## src/rtl/snn_pkg.sv

```systemverilog
// -----------------------------------------------------------------------------
// snn_pkg
// Shared definitions for the spike propagation blocks.
//   - State encoding for the spike_scheduler timestep FSM.
//   - Default tag width constant and a tag_t type of that width.
//   - idx_w(): width of an index able to address n items, at least 1 bit.
// -----------------------------------------------------------------------------
package snn_pkg;

  localparam logic [2:0] S_IDLE    = 3'd0;
  localparam logic [2:0] S_COLLECT = 3'd1;
  localparam logic [2:0] S_DRAIN   = 3'd2;
  localparam logic [2:0] S_WALK    = 3'd3;
  localparam logic [2:0] S_DONE    = 3'd4;

  localparam int STATE_W = 3;

  typedef enum logic [STATE_W-1:0] {
    ST_IDLE    = S_IDLE,
    ST_COLLECT = S_COLLECT,
    ST_DRAIN   = S_DRAIN,
    ST_WALK    = S_WALK,
    ST_DONE    = S_DONE
  } state_t;

  // Default tag width; instances carry their own tagbits parameter.
  localparam int TAG_T_W = 1;
  typedef logic [TAG_T_W-1:0] tag_t;

  function automatic int idx_w(input int n);
    return (n > 1) ? $clog2(n) : 1;
  endfunction

endpackage

```

## src/rtl/rr_arbiter.sv

```systemverilog
// -----------------------------------------------------------------------------
// rr_arbiter
// Round-robin arbiter, one grant per cycle. The search starts at the priority
// pointer; after a grant the pointer moves to winner+1 (mod numreq). Without a
// grant the pointer holds, so a stalled cycle never skips a requester.
//
// Ports:
//   clk     in  1            clock
//   reset   in  1            synchronous active-high reset (pointer -> 0)
//   req     in  numreq       request vector
//   enable  in  1            grants allowed this cycle
//   gnt     out numreq       one-hot grant, combinational
//   winner  out idx_w(n)     encoded index of the granted requester
// -----------------------------------------------------------------------------
module rr_arbiter
  import snn_pkg::*;
#(
  parameter int numreq = 2
) (
  input  logic                        clk,
  input  logic                        reset,
  input  logic [numreq-1:0]           req,
  input  logic                        enable,
  output logic [numreq-1:0]           gnt,
  output logic [idx_w(numreq)-1:0]    winner
);

  localparam int IW = idx_w(numreq);

  logic [IW-1:0] ptr;
  logic          found;
  int            j;

  // Scan requesters in rotated order starting at ptr; first hit wins.
  always_comb begin
    gnt    = '0;
    winner = '0;
    found  = 1'b0;
    j      = 0;
    for (int k = 0; k < numreq; k++) begin
      j = int'(ptr) + k;
      if (j >= numreq) j = j - numreq;
      if (enable && !found && req[IW'(j)]) begin
        found          = 1'b1;
        gnt[IW'(j)]    = 1'b1;
        winner         = IW'(j);
      end
    end
  end

  always_ff @(posedge clk) begin
    if (reset) begin
      ptr <= '0;
    end else if (found) begin
      ptr <= (winner == IW'(numreq - 1)) ? '0 : winner + IW'(1);
    end
  end

endmodule

```

## src/rtl/spike_scheduler.sv

```systemverilog
// -----------------------------------------------------------------------------
// spike_scheduler
// Timestep sequencer for spike propagation. During COLLECT, fired-neuron tags
// from the neuron update units are arbitrated round-robin into the external
// fire FIFO. Once updates are done, DRAIN pops one tag at a time and WALK
// issues one synapse-update request per postsynaptic target (0..numneurons-1).
// This block owns every FIFO enqueue and dequeue; the internal pending counter,
// not fifo_empty, decides when draining is finished.
//
// Ports:
//   clk, reset          clock; synchronous active-high reset
//   step_start          pulse that starts a timestep (only honoured in IDLE)
//   fire_req[numreq]    unit i holds a fired tag
//   fire_tag            tag of unit i at [i*tagbits +: tagbits]
//   fire_gnt[numreq]    one-hot accept of unit i's tag this cycle
//   upd_done            level: neuron updates for this step are complete
//   fifo_enq/fifo_deq   FIFO push/pop strobes (never together)
//   fifo_in_tag         push data
//   fifo_out_tag        FIFO head (combinational)
//   fifo_full/empty     FIFO flags
//   syn_valid/ready     synapse request handshake
//   syn_pre/syn_post    fired (presynaptic) and target (postsynaptic) tags
//   busy                high in every state except IDLE
//   step_done           one-cycle pulse at the end of the step
//   dbg_state           current FSM state encoding
//   dbg_occ_mismatch    pending-is-zero disagrees with fifo_empty
//
// Synapse handshake: a request transfers on a rising clk edge where
// syn_valid && syn_ready. Once syn_valid rises it stays high, and syn_pre /
// syn_post stay stable, until that transfer happens.
// -----------------------------------------------------------------------------
module spike_scheduler
  import snn_pkg::*;
#(
  parameter int numneurons = 2,
  parameter int tagbits    = 1,
  parameter int numreq     = 2
) (
  input  logic                        clk,
  input  logic                        reset,
  input  logic                        step_start,
  input  logic [numreq-1:0]           fire_req,
  input  logic [numreq*tagbits-1:0]   fire_tag,
  output logic [numreq-1:0]           fire_gnt,
  input  logic                        upd_done,
  output logic                        fifo_enq,
  output logic                        fifo_deq,
  output logic [tagbits-1:0]          fifo_in_tag,
  input  logic [tagbits-1:0]          fifo_out_tag,
  input  logic                        fifo_full,
  input  logic                        fifo_empty,
  output logic                        syn_valid,
  input  logic                        syn_ready,
  output logic [tagbits-1:0]          syn_pre,
  output logic [tagbits-1:0]          syn_post,
  output logic                        busy,
  output logic                        step_done,
  output logic [STATE_W-1:0]          dbg_state,
  output logic                        dbg_occ_mismatch
);

  localparam int PW = $clog2(numneurons + 1);
  localparam int IW = idx_w(numreq);

  state_t             state;
  logic [PW-1:0]      pending;
  logic [tagbits-1:0] post;
  logic [tagbits-1:0] pre_q;

  logic               arb_en;
  logic [IW-1:0]      winner;

  // Grants only while collecting and while both the FIFO and our own
  // occupancy count have room; a stalled request simply waits.
  always_comb begin
    arb_en = (state == ST_COLLECT) && !fifo_full && (pending < PW'(numneurons));
  end

  rr_arbiter #(
    .numreq (numreq)
  ) u_arb (
    .clk    (clk),
    .reset  (reset),
    .req    (fire_req),
    .enable (arb_en),
    .gnt    (fire_gnt),
    .winner (winner)
  );

  // Tag mux: selects the winner's tag; zero when nothing is enqueued.
  always_comb begin
    fifo_enq    = |fire_gnt;
    fifo_in_tag = '0;
    for (int i = 0; i < numreq; i++) begin
      if (fifo_enq && (winner == IW'(i))) begin
        fifo_in_tag = fire_tag[i*tagbits +: tagbits];
      end
    end
  end

  always_ff @(posedge clk) begin
    if (reset) begin
      state   <= ST_IDLE;
      pending <= '0;
      post    <= '0;
      pre_q   <= '0;
    end else begin
      case (state)
        ST_IDLE: begin
          if (step_start) state <= ST_COLLECT;
        end

        ST_COLLECT: begin
          if (fifo_enq) pending <= pending + PW'(1);
          // A request present in this cycle blocks the exit, so no tag is
          // ever left behind in a unit when draining starts.
          if (upd_done && (fire_req == '0)) state <= ST_DRAIN;
        end

        ST_DRAIN: begin
          if (pending == '0) begin
            state <= ST_DONE;
          end else begin
            pre_q   <= fifo_out_tag;
            pending <= pending - PW'(1);
            post    <= '0;
            state   <= ST_WALK;
          end
        end

        ST_WALK: begin
          if (syn_ready) begin
            // Compare against the last target instead of letting post wrap,
            // so numneurons need not be a power of two.
            if (post == tagbits'(numneurons - 1)) begin
              state <= ST_DRAIN;
            end else begin
              post <= post + tagbits'(1);
            end
          end
        end

        ST_DONE: begin
          state <= ST_IDLE;
        end

        default: begin
          state <= ST_IDLE;
        end
      endcase
    end
  end

  // Outputs decoded from registered state; synapse fields are forced to zero
  // outside WALK so IDLE presents all-zero outputs.
  always_comb begin
    fifo_deq         = (state == ST_DRAIN) && (pending != '0);
    syn_valid        = (state == ST_WALK);
    syn_pre          = syn_valid ? pre_q : '0;
    syn_post         = syn_valid ? post  : '0;
    busy             = (state != ST_IDLE);
    step_done        = (state == ST_DONE);
    dbg_state        = state;
    dbg_occ_mismatch = ((pending == '0) != fifo_empty);
  end

endmodule
```

## config.mk

```make
export PLATFORM = sky130hd
export DESIGN_NAME = spike_scheduler
export DESIGN_NICKNAME = d
export VERILOG_FILES = /design/src/rtl/snn_pkg.sv /design/src/rtl/rr_arbiter.sv /design/src/rtl/spike_scheduler.sv
export SDC_FILE = /design/constraint.sdc
export NUM_CORES = 1
export LEC_CHECK = 0
export BUFFER_PORTS_ARGS = -buffer_cell sky130_fd_sc_hd__buf_2
export CAP_MARGIN = 25
export CORE_AREA = 2 2 39 41
export CTS_CLUSTER_SIZE = 16
export DETAILED_ROUTE_END_ITERATION = 7
export DIE_AREA = 0 0 41 43
export PLACE_DENSITY = 0.66
export SYNTH_ARGS = -nofsm -noshare
export SYNTH_HDL_FRONTEND = slang
export SYNTH_SLANG_ARGS = --single-unit
export TNS_END_PERCENT = 10
```

## constraint.sdc

```tcl
create_clock -name clk -period 1.6 [get_ports clk]
set_input_delay 0.08 -clock clk [delete_from_list [all_inputs] [get_ports clk]]
set_output_delay 0.08 -clock clk [all_outputs]
set_load 0.01 [all_outputs]
```

==> results of run 1 <==
## report_power, final
group | internal [W] | switching [W]
Clock | 0.0000862 | 0.0000739
Combinational | 0.0000920 | 0.0000904
Sequential | 0.000216 | 0.0000132
Total | 0.000394 | 0.000178
## cell type report
type,count,share of cell area [%]
well taps,16,3.08
flip-flops and latches,8,25.2
multi-input cells,44,42.6
clock buffers,3,3.47
repair buffers,28,24.5
inverters,2,1.16
## placed cells by master, fill, tap and decap left out, drive strengths merged
master,netlist,layout
buf,4,28
nor2,10,10
dfxtp,8,8
a21oi,6,6
nand2,5,5
and2,4,4
o21ai,3,3
clkbuf,0,3
inv,2,2
or3b,2,2
nor4,2,2
and3b,1,1
or3,1,1
or2b,1,1
xor2,1,1
o21bai,1,1
a211oi,1,1
or2,1,1
o32ai,1,1
nor3,1,1
xnor2,1,1
o31a,1,1
conb,1,1
## worst max path at each step
| stage | start | endpoint | slack (ns) |
|---|---|---|---|
| floorplan | dbg_state[0]$_SDFFE_PP0P_ | fifo_in_tag | 0.03 |
| global placement | dbg_state[0]$_SDFFE_PP0P_ | fifo_in_tag | 0.009 |
| detailed placement | dbg_state[0]$_SDFFE_PP0P_ | fifo_in_tag | -0.03 |
| CTS | dbg_state[0]$_SDFFE_PP0P_ | fifo_in_tag | 0.007 |
| global route | dbg_state[0]$_SDFFE_PP0P_ | fifo_in_tag | -0.07 |
| finish | dbg_state[2]$_SDFFE_PP0P_ | fifo_in_tag | 0.04 |
## sequential cells by signal, summed over array words and instances (netlist names)
register	count
dbg_state	3
pre_q	1
u_arb.ptr	1
post	1
pending	2
## cells by family (layout without fill, tap and decap cells)
logic type,count (synthesis),in the layout,synth area share [%]
AND/OR/NAND/NOR,28,28,37.0
XOR/XNOR,2,2,3.70
other,1,1,0.793
flip-flops,8,8,33.9
AO/OA/AOI/OAI,13,13,16.7
buffers and inverters,6,33,7.94
## per-stage QoR
stage | hold WS (ns) | util [%] | setup TNS, ns | power (W) | area (sq um)
6_report | 0.0552 | 46.9 | 0 | 0.000572 | 649
5_1_grt | 0.0674 | 46.9 | -0.0763 | 0.000616 | 649
4_1_cts | 0.0497 | 46.9 | 0 | 0.000578 | 649
3_5_place_dp | 0.325 | 42.9 | -0.0273 | 0.000396 | 593
3_3_place_gp | 0.323 | 42.9 | 0 | 0.000393 | 593
2_1_floorplan | 0.214 | - | 0 | 0.000347 | 473
## per-layer routing
| layer | global-route usage [%] | vias up |
|---|---|---|
| li1 | - | 251 |
| met1 | 14.6 | 201 |
| met2 | 20.9 | 19 |
| met3 | 4.71 | 4 |
| met4 | 10.0 | 0 |
| met5 | 0 | - |
## repair_timing
action | in CTS | in global routing
setup endpoints to repair | 3 | 2
pin swaps | 2 | 0
hold endpoints to repair | 0 | 0
resized for setup | 4 | 0
buffers inserted | 3 | 0
## tightest hold or removal path, delay by kind of cell
family | cells | cell delay, ns
compound gates | 1 | 0.05
buf+inv | 1 | 0.09
simple gates | 1 | 0.04
==> summary.md, run 1 <==
| Metric | Value |
|---|---|
| Post-synth ARST share | `0%` |
| Nets | `99` |
| Worst-Skew Late Latency | `approximately 0.26 ns` |
| F_max | `639 MHz` |
| Synth cell count leaders | `nor2_1 (9), dfxtp_1 (8), a21oi_1 (6)` |
| Reg2Reg Depth | `5` |
| Main flop type after synthesis | `dfxtp_1` |
| Share of layout cells above drive strength 1 | `between 40% and 50%` |
| Max layer used | `met4` |
| Reg2reg end | `u_arb.ptr$_SDFFE_PP0P_` |
| Crit path kind | `flip-flop to output port` |
| Number of buffers created by CTS | `3` |
| First-pass GRT wire length | `between 1.5 and 2 mm` |
| R2R setup slack | `about 0.17 ns` |
| Status | `finished clean` |
| Max VDD drop | `300 uV` |
| Met3 wire length | `roughly 67 um` |
| Sequential cell area fraction in the yosys report | `between 30 and 40%` |
| Final hold vios | `0` |
| Die area | `0.00176 sq mm` |
| Min setup slack post-route | `0.0353 ns` |
| Wire per inst | `a little under 10 um` |
| Core area | `0.00138 sq mm` |
| Final Max Slew Viols | `0` |
| Die W | `a little over 40 um` |
| Worst slack, placed | `-0.0273 ns` |
| CTS Buffer Depth | `2` |
| Critical Path Slowest Stage Cell | `or3b_4` |
| Critical Path End Type | `output port` |
| Critical path's top delay family | `simple AND/OR/NAND/NOR gates` |
| Max Cap Viol | `0` |
| Drt via density | `approximately 4.7` |
| Warnings, synthesis | `0` |
| Reg clk slew, reported paths | `0.06 ns` |
| Met2 WL | `between 400 and 500 um` |
| DRT met1 WL | `between 400 and 500 um` |
| Layout area overhead | `37.3%` |
| CTS H-tree lvls | `1` |
| DRT iter0 DRCs | `5` |
| # DRC | `0` |
| Detailed Place HPWL | `736 um` |
| Clock sinks | `8` |
| Placer Congestion | `between 0.6 and 0.7` |
| FP Rows | `14` |
| RSZ-0062 raised after global routing | `yes` |
| Worst Path Arrival | `1.48 ns` |
| Initial antenna violation count | `0` |
| Synth area leader | `dfxtp_1` |
| Pwr dens | `between 800 and 900 mW/mm^2` |
| Worst min path class | `input port to flip-flop` |
| Gate Count Post-Synth | `58` |
| Reg-to-Reg Start | `dbg_state[2]$_SDFFE_PP0P_` |
| Final setup viols | `0` |
| Top-area cell type share of the netlist area | `about 34%` |
| Total gr overflow | `0` |
| Pre-antenna DRT Iters | `3` |
| Fin crit share | `between 90% and 100%` |
| Worst Hold Path EP | `pre_q$_SDFFE_PP0P_` |
| Crit path max fanout | `4` |
| Post-route insts no fill | `~100` |
| Leak | `just over 0.3 nW` |
| IO Count | `26` |
| Fill cells | `about 150` |
| Period minus WS final | `~1.6 ns` |
| Clk_skew | `0.00339 ns` |
| Synth unique cells | `26` |
| PortBufs | `23` |
| Startpoint Class | `flip-flop` |
| Placed Cells | `between 90 and 100` |
| Critical path's largest stage delay | `between 0.4 and 0.5 ns` |
| Required @ worst endpoint | `~1.5 ns` |
| Height of the die | `between 40 and 50 um` |
| CTS Hold Bufs | `0` |
| Crit-path cells | `or3b_4 > nor4_4 > and2_4 > buf_6` |
| Largest net degree at the start of global routing | `10` |
| Root Driver | `clkbuf_4` |
| Post-synth EDFFs | `0` |
| CTS tree | `built` |
| Synth area leaders | `dfxtp_1 (34%), nor2_1 (7.1%), a21oi_1 (6.3%)` |
| DRT Wirelength | `about 1000 um` |
| Syn avg cell area | `8.15 sq um` |
| Vias in the first global route | `roughly 420` |
| Vias post-DR | `475` |
| Inserted Diodes | `0` |
| Multi-input combinational cell area | `roughly 280 sq um` |
| Beginning of the worst hold path | `fifo_out_tag` |
| Initial Utilization | `34.2%` |
| #FFs+latches synth | `8` |
| Mapped Nets | `70` |
| Post-Syn Area | `between 400 and 500 sq um` |
| GRT Overall Usage | `approximately 14%` |
| Post-route ant nets | `0` |
| CP Depth | `4` |
| Register area | `about 160 sq um` |
| Count leader, synth | `nor2_1` |
| Min-Delay Path Depth | `3` |
| Worst path buffer plus inverter count | `1` |
No activity file was read; power rests on OpenSTA's default activity.
==> run 2, diff against run 1 <==
ABC_AREA = 1   (was not set)
PLACE_DENSITY = 0.7   (was 0.66)
==> run 2 against run 1 <==
Compared with the run above:
- register-to-register slack gained 0.25 ns
- area after synthesis grew 11%
- combinational power grew to 2.7 times the previous value
- non-clock buffer count shrank 5
- clock skew grew 0.0061 ns
- global-route usage grew 2.0 points
- largest power group is now combinational cells
- critical path type unchanged
- via count grew 18%
- sequential share of layout area shrank 1.2 points
==> summary.md, run 2 <==
| Metric | Value |
|---|---|
| Top-area cell type share of the netlist area | `30.5% (-3.3 points)` |
| Combinational Power Share | `51.4% (+20 points)` |
| Syn avg cell area | `6.32 sq um (-23%)` |
| Setup bufs post-CTS | `0 (-3)` |
| # resized after CTS | `0 (-4)` |
| Synth cell count leaders | `nand2_1 (20), inv_1 (14), nor2_1 (11)` |
| Detailed Place HPWL | `953 um (+29%)` |
| Clk_skew | `0.00950 ns (+0.00610 ns)` |
| Synth area leader | `dfxtp_1` |
| Reg clk slew, reported paths | `0.06 ns (about the same)` |
| Fin crit share | `86.9% (-11 points)` |
| Psw | `0.000449 W (+150%)` |
| Final hold vios | `0 (unchanged)` |
| CTS Buffer Depth | `2 (unchanged)` |
| Initial antenna violation count | `0 (unchanged)` |
| Synth unique cells | `18 (-31%)` |
| PortBufs | `23 (unchanged)` |
| Synth area leaders | `dfxtp_1 (31%), nand2_1 (14%), inv_1 (10%)` |
| Sequential cell area fraction in the yosys report | `30.5% (-3.3 points)` |
| Worst-Skew Late Latency | `0.26 ns (about the same)` |
| Crit path max fanout | `5 (+1)` |
| Final setup viols | `0 (unchanged)` |
| Xor/xnor share of the synthesized area | `1.67% (-2.0 points)` |
| Switching Share | `46.5% (+15 points)` |
| Required @ worst endpoint | `1.52 ns (about the same)` |
| Mapped Nets | `95 (+36%)` |
| Max Cap Viol | `0 (unchanged)` |
| Drt via density | `4.56 (-3.0%)` |
| Setup total negative slack | `0 ns (unchanged)` |
| Layout area overhead | `27.2%` |
| Crit path kind | `flip-flop to output port` |
| Met3 usage | `9.42% (+4.7 points)` |
| Count leader, synth | `nand2_1` |
| Status | `finished clean` |
| Main flop type after synthesis | `dfxtp_1` |
| Post-route ant nets | `0 (unchanged)` |
| Met2 Use GR | `22.8% (+1.9 points)` |
| Max VDD drop | `785 uV (+160%)` |
| Reg2reg end | `dbg_state[1]$_SDFFE_PP0P_` |
| Clock power frac | `17.2% (-11 points)` |
| #FFs+latches synth | `8 (unchanged)` |
| Critical Path End Type | `output port` |
| Combinational family with the most area after synthesis | `simple AND/OR/NAND/NOR gates` |
| Clock sinks | `8 (unchanged)` |
| Period minus WS final | `1.39 ns (-0.175 ns)` |
| Initial Utilization | `37.9% (+3.7 points)` |
| Share of layout cells above drive strength 1 | `33.6% (-15 points)` |
| # DRC | `0 (unchanged)` |
| Largest net degree at the start of global routing | `9 (-1)` |
| Reg-to-Reg Start | `dbg_state[1]$_SDFFE_PP0P_` |
| Worst Path Arrival | `1.31 ns (-0.17 ns)` |
| First-pass GRT wire length | `1.82 mm (+13%)` |
| Gate Count Post-Synth | `83 (+43%)` |
| CTS tree | `built` |
| RSZ-0062 raised after global routing | `no` |
| Core area | `0.00138 sq mm (unchanged)` |
| Die W | `41 um (unchanged)` |
| Most common cell after layout, fill and taps aside | `buf_2` |
| Commonest non-fill, non-tap cells in the layout | `buf_2 (23), nand2_1 (20), inv_1 (14)` |
| Reg2Reg Depth | `7 (+2)` |
| F_max | `719 MHz (+13%)` |
| Final core occ | `48.2% (+1.3 points)` |
| Post-synth ARST share | `0% (unchanged)` |
| DRT Wirelength | `1.19 mm (+20%)` |
| R2R setup slack | `0.42 ns (+0.25 ns)` |
| Critical path's largest stage delay | `0.36 ns (-0.06 ns)` |
| Placer Congestion | `0.803 (+17%)` |
| Nets | `121 (+22%)` |
| Startpoint Class | `flip-flop` |
| DRT iter0 DRCs | `10 (+5)` |
| Total gr overflow | `0 (unchanged)` |
| GR Util met1 | `19.0% (+4.5 points)` |
| Leak | `0.370 nW (+21%)` |
| Critical Path Slowest Stage Cell | `dfxtp_1` |
| Area share of fa/ha/maj cells after synthesis | `0% (unchanged)` |
| Compound-gate portion of the synthesized area | `7.40% (-9.3 points)` |
| CTS H-tree lvls | `1 (unchanged)` |
| Post-synth EDFFs | `0 (unchanged)` |
| Post-synthesis mux area share | `0% (unchanged)` |
| Cell internal pwr | `0.000517 W (+31%)` |
| Pwr dens | `1450 mW/mm^2 (+64%)` |
| Max reg flops | `3 (unchanged)` |
| Wire per inst | `9.68 um (-1.7%)` |
| FP Rows | `14 (unchanged)` |
| Reg power frac | `31.4% (-8.7 points)` |
| Root Driver | `clkbuf_4` |
| Worst Hold Path EP | `pending[0]$_SDFFE_PP0P_` |
| Post-Syn Area | `524 sq um (+11%)` |
| Vias post-DR | `561 (+18%)` |
| Worst min path class | `input port to flip-flop` |
| Most crowded layer after global routing | `met2` |
| Final Max Slew Viols | `0 (unchanged)` |
| Post-synthesis simple-gate area fraction | `44.6% (+7.6 points)` |
| Pre-antenna DRT Iters | `4 (+1)` |
| Number of buffers created by CTS | `3 (unchanged)` |
| Die area | `0.00176 sq mm (unchanged)` |
| Warnings, synthesis | `0 (unchanged)` |
| Beginning of the worst hold path | `reset` |
| Min-Delay Path Depth | `2 (-1)` |
| Vias in the first global route | `452 (+8.7%)` |
| IO Count | `26 (unchanged)` |
| GRT Overall Usage | `15.7% (+2.0 points)` |
| Height of the die | `43 um (unchanged)` |
| Crit-path cells | `inv_2 > nand2_2 > nor2_4 > nand3_2 > nor2_1 > buf_2` |
| Inserted Diodes | `0 (unchanged)` |
| CTS Hold Bufs | `0 (unchanged)` |
run 2: cell types whose count changed after synthesis, sizes merged, moves of 3 or more:
cell,previous run,this run
nor2,10,13
inv,2,17
nand2,5,21
nand3,0,10
and2,4,0
run 2: stage by stage:
step                      std cells  total power (W)  hold WS (ns)  setup WS, ns  area [sq um]
after global routing            123          0.00105        0.0382        0.0760           667
after floorplan                  83         0.000669         0.142         0.396           524
after CTS                       123         0.000981        0.0300         0.190           667
final                           123         0.000965        0.0413         0.210           667
after global placement          120         0.000795         0.318         0.435           644
after detailed placement        120         0.000808         0.317         0.418           644
run 2: area by class of cell:
| type | instances | area (sq um) |
|---|---|---|
| inverters | 17 | 63.8 |
| repair buffers | 23 | 115 |
| fillers | 147 | 717 |
| well taps | 16 | 20.0 |
| multi-input cells | 56 | 285 |
| flip-flops and latches | 8 | 160 |
| clock buffers | 3 | 22.5 |
run 2: kinds of logic after synthesis:
family	Yosys count
and+or+nand+nor	47
buffers and inverters	19
DFF	8
AOI/OAI and AO/OA	7
xor gates and xnor gates	1
other	1
run 2: metal layers:
metal | share of wire, % | routed length (um) | vias to the layer above
met3 | 9.3 | 111 | 2
met2 | 46 | 546 | 22
met1 | 44 | 524 | 238
met4 | 0.76 | 9 | 0
li1 | - | - | 299
met5 | 0 | 0 | -
run 2: worst max-delay path: cells and delay by family (launching register included):
family / cells / cell delay, ns
flip-flops: 1 / 0.36
AND/OR/NAND/NOR: 4 / 0.44
buffers and inverters: 2 / 0.26
run 2: how the worst max path moves through the flow:
stage                              start                   endpoint  slack, ns  cells after the start
6_report       dbg_state[1]$_SDFFE_PP0P_                fifo_in_tag       0.21                      6
5_1_grt        dbg_state[1]$_SDFFE_PP0P_                fifo_in_tag       0.08                      6
4_1_cts        dbg_state[1]$_SDFFE_PP0P_                fifo_in_tag       0.19                      6
3_5_place_dp   dbg_state[1]$_SDFFE_PP0P_    pending[1]$_SDFFE_PP0P_       0.42                      8
3_3_place_gp   dbg_state[1]$_SDFFE_PP0P_    pending[1]$_SDFFE_PP0P_       0.43                      8
2_1_floorplan  dbg_state[1]$_SDFFE_PP0P_  dbg_state[1]$_SDFFE_PP0P_       0.40                      7
run 2: power by group through the flow:
stage / sequential [W] / combinational [W] / clock, W
3_5_place_dp: 0.000308 / 0.000500 / 0
5_1_grt: 0.000311 / 0.000557 / 0.000184
4_1_cts: 0.000303 / 0.000502 / 0.000176
3_3_place_gp: 0.000304 / 0.000491 / 0
2_1_floorplan: 0.000311 / 0.000358 / 0
6_report: 0.000303 / 0.000496 / 0.000166
==> run 3, diff against run 2 <==
clock period = 1.3 ns   (was 1.6 ns; I/O delays follow)
==> run 3 against run 2 <==
Compared with the run above:
- setup slack worse by 0.13 ns
- cell count is 3.3% higher
- wire length is 4.3% higher
- critical endpoint unchanged
- clock power is 20% higher
- via count is 4.1% higher
- sequential share of layout area is 0.82 points lower
- global-route usage is 1.0 points higher
- utilization is 4.4 points higher
- first-iteration DRC count is 40% lower
- highest routed layer unchanged
- register-to-register slack worse by 0.26 ns
- clock skew is 0.0084 ns lower
==> summary.md, run 3 (same netlist as run 2, synthesis figures left out) <==
| Metric | Value |
|---|---|
| Final setup viols | `0 (unchanged)` |
| Vias in the first global route | `506 (+12%)` |
| Max reg flops | `3 (unchanged)` |
| Placer Congestion | `0.807 (+0.52%)` |
| Max Cap Viol | `0 (unchanged)` |
| F_max | `approximately 820 MHz` |
| Pwr dens | `1780 mW/mm^2 (+23%)` |
| Multi-input combinational cell area | `305 sq um (+7.0%)` |
| CP Depth | `6 (unchanged)` |
| DRT iter0 DRCs | `6 (-4)` |
| Min-Delay Path Depth | `2 (unchanged)` |
| Worst Hold Path EP | `pending[0]$_SDFFE_PP0P_` |
| GRT Overall Usage | `16.7% (+1.0 points)` |
| Final Max Slew Viols | `0 (unchanged)` |
| Reg-to-Reg Start | `dbg_state[1]$_SDFFE_PP0P_` |
| Number of buffers created by CTS | `3 (unchanged)` |
| Drt via density | `4.60 (+0.82%)` |
| Layout area overhead | `38.9%` |
| Startpoint Class | `flip-flop` |
| RSZ-0062 raised after global routing | `yes` |
| Worst path buffer plus inverter count | `2 (unchanged)` |
| Wire per inst | `9.78 um (+1.0%)` |
| Nets | `125 (+3.3%)` |
| Crit path max fanout | `5 (unchanged)` |
| Worst min path class | `input port to flip-flop` |
| Commonest non-fill, non-tap cells in the layout | `buf_2 (23), nand2_1 (19), inv_1 (13)` |
| Status | `finished clean` |
| DRT Wirelength | `1.24 mm (+4.3%)` |
| Clock sinks | `8 (unchanged)` |
| Most common cell after layout, fill and taps aside | `buf_2` |
| Largest net degree at the start of global routing | `9 (unchanged)` |
| Share of layout cells above drive strength 1 | `42.3% (+8.7 points)` |
| Register area | `169 sq um (+5.5%)` |
| Fill cells | `139 (-5.4%)` |
| Clk_skew | `0.00106 ns (-0.00844 ns)` |
| # DRC | `0 (unchanged)` |
| Inserted Diodes | `0 (unchanged)` |
| Design area | `728 sq um (+9.2%)` |
| Critical path's top delay family | `flip-flops` |
| Core area | `0.00138 sq mm (unchanged)` |
| Worst slack, placed | `0.125 ns (-0.293 ns)` |
| Die W | `41 um (unchanged)` |
| Detailed Place HPWL | `939 um (-1.5%)` |
| CTS Buffer Depth | `2 (unchanged)` |
| Root Driver | `clkbuf_4` |
| Final hold vios | `0 (unchanged)` |
| Fin crit share | `93.7%` |
| Crit-path cells | `inv_4 > nand2_2 > nor2_4 > nand3_4 > nor2_2 > buf_2` |
| First-pass GRT wire length | `1.97 mm (+8.0%)` |
| Post-route ant nets | `0 (unchanged)` |
| Max VDD drop | `850 uV (+8.3%)` |
| Min setup slack post-route | `0.0815 ns (-0.128 ns)` |
| R2R setup slack | `0.16 ns (-0.26 ns)` |
| Initial Utilization | `37.9% (unchanged)` |
| Initial antenna violation count | `0 (unchanged)` |
| CTS tree | `built` |
| Beginning of the worst hold path | `reset` |
| Vias post-DR | `584 (+4.1%)` |
| Worst Path Arrival | `1.15 ns (-0.16 ns)` |
| Crit path kind | `flip-flop to output port` |
| CTS H-tree lvls | `1 (unchanged)` |
| Die area | `0.00176 sq mm (unchanged)` |
| Reg2reg end | `pending[1]$_SDFFE_PP0P_` |
| Height of the die | `43 um (unchanged)` |
| Period minus WS final | `1.22 ns` |
| Critical path's largest stage delay | `0.36 ns (about the same)` |
| Pre-antenna DRT Iters | `4 (unchanged)` |
| Required @ worst endpoint | `1.24 ns (-0.28 ns)` |
| CTS Hold Bufs | `0 (unchanged)` |
| Total power | `0.00129 W (+34%)` |
| Final core occ | `52.6% (+4.4 points)` |
| Worst-Skew Late Latency | `0.26 ns (about the same)` |
| Placed cell area | `644 sq um (unchanged)` |
| IO Count | `26 (unchanged)` |
| PortBufs | `23 (unchanged)` |
| Reg2Reg Depth | `10 (+3)` |
| Setup total negative slack | `0 ns (unchanged)` |
| Reg clk slew, reported paths | `0.06 ns (about the same)` |
| Total gr overflow | `0 (unchanged)` |
| Critical Path Slowest Stage Cell | `dfxtp_4` |
| FP Rows | `14 (unchanged)` |
| Critical Path End Type | `output port` |
| Leak | `0.390 nW (+5.2%)` |
## run 3: changes by cell type in the layout (fill, tap and decap cells not counted), sizes merged
cell,previous run,this run
buf,23,27
## run 3: power breakdown
part           total, W  internal [W]  switching [W]
registers      0.000393      0.000319      0.0000736
clock network  0.000200      0.000106      0.0000934
logic          0.000701      0.000284       0.000417
total           0.00129      0.000710       0.000584
## run 3: cell type report
type	count	share of cell area, %
Clock buffer	3	3.09
Inverter	17	9.11
Multi-Input combinational cell	56	41.9
Sequential cell	8	23.2
Tap cell	16	2.75
Timing Repair Buffer	27	19.9
## run 3: worst max path at each step
stage / slack, ns / to / start
after floorplan: 0.1 / dbg_state[1]$_SDFFE_PP0P_ / dbg_state[1]$_SDFFE_PP0P_
after global placement: 0.14 / pending[1]$_SDFFE_PP0P_ / dbg_state[1]$_SDFFE_PP0P_
after detailed placement: 0.12 / dbg_state[1]$_SDFFE_PP0P_ / dbg_state[1]$_SDFFE_PP0P_
after CTS: 0.003 / syn_pre / dbg_state[0]$_SDFFE_PP0P_
after global routing: -0.009 / fifo_in_tag / dbg_state[1]$_SDFFE_PP0P_
final: 0.08 / fifo_in_tag / dbg_state[1]$_SDFFE_PP0P_
## run 3: timing repair
action / 4_1_cts / 5_1_grt
setup endpoints to repair: 5 / 6
resized for setup: 3 / 9
setup buffers: 2 / 2
pin swaps: 1 / 3
## run 3: layer usage
metal	track usage (%)	vias to the layer above	part of all wire, %
met3	3.14	2	6.6
met1	21.4	252	43
met2	23.8	19	49
li1	-	311	-
met4	12.0	0	0.89
met5	0	-	0
## run 3: stage by stage
stage,hold slack (ns),std cells
after CTS,0.0260,125
final,0.0357,127
after floorplan,0.127,83
after detailed placement,0.302,120
after global placement,0.303,120
after global routing,0.0355,127
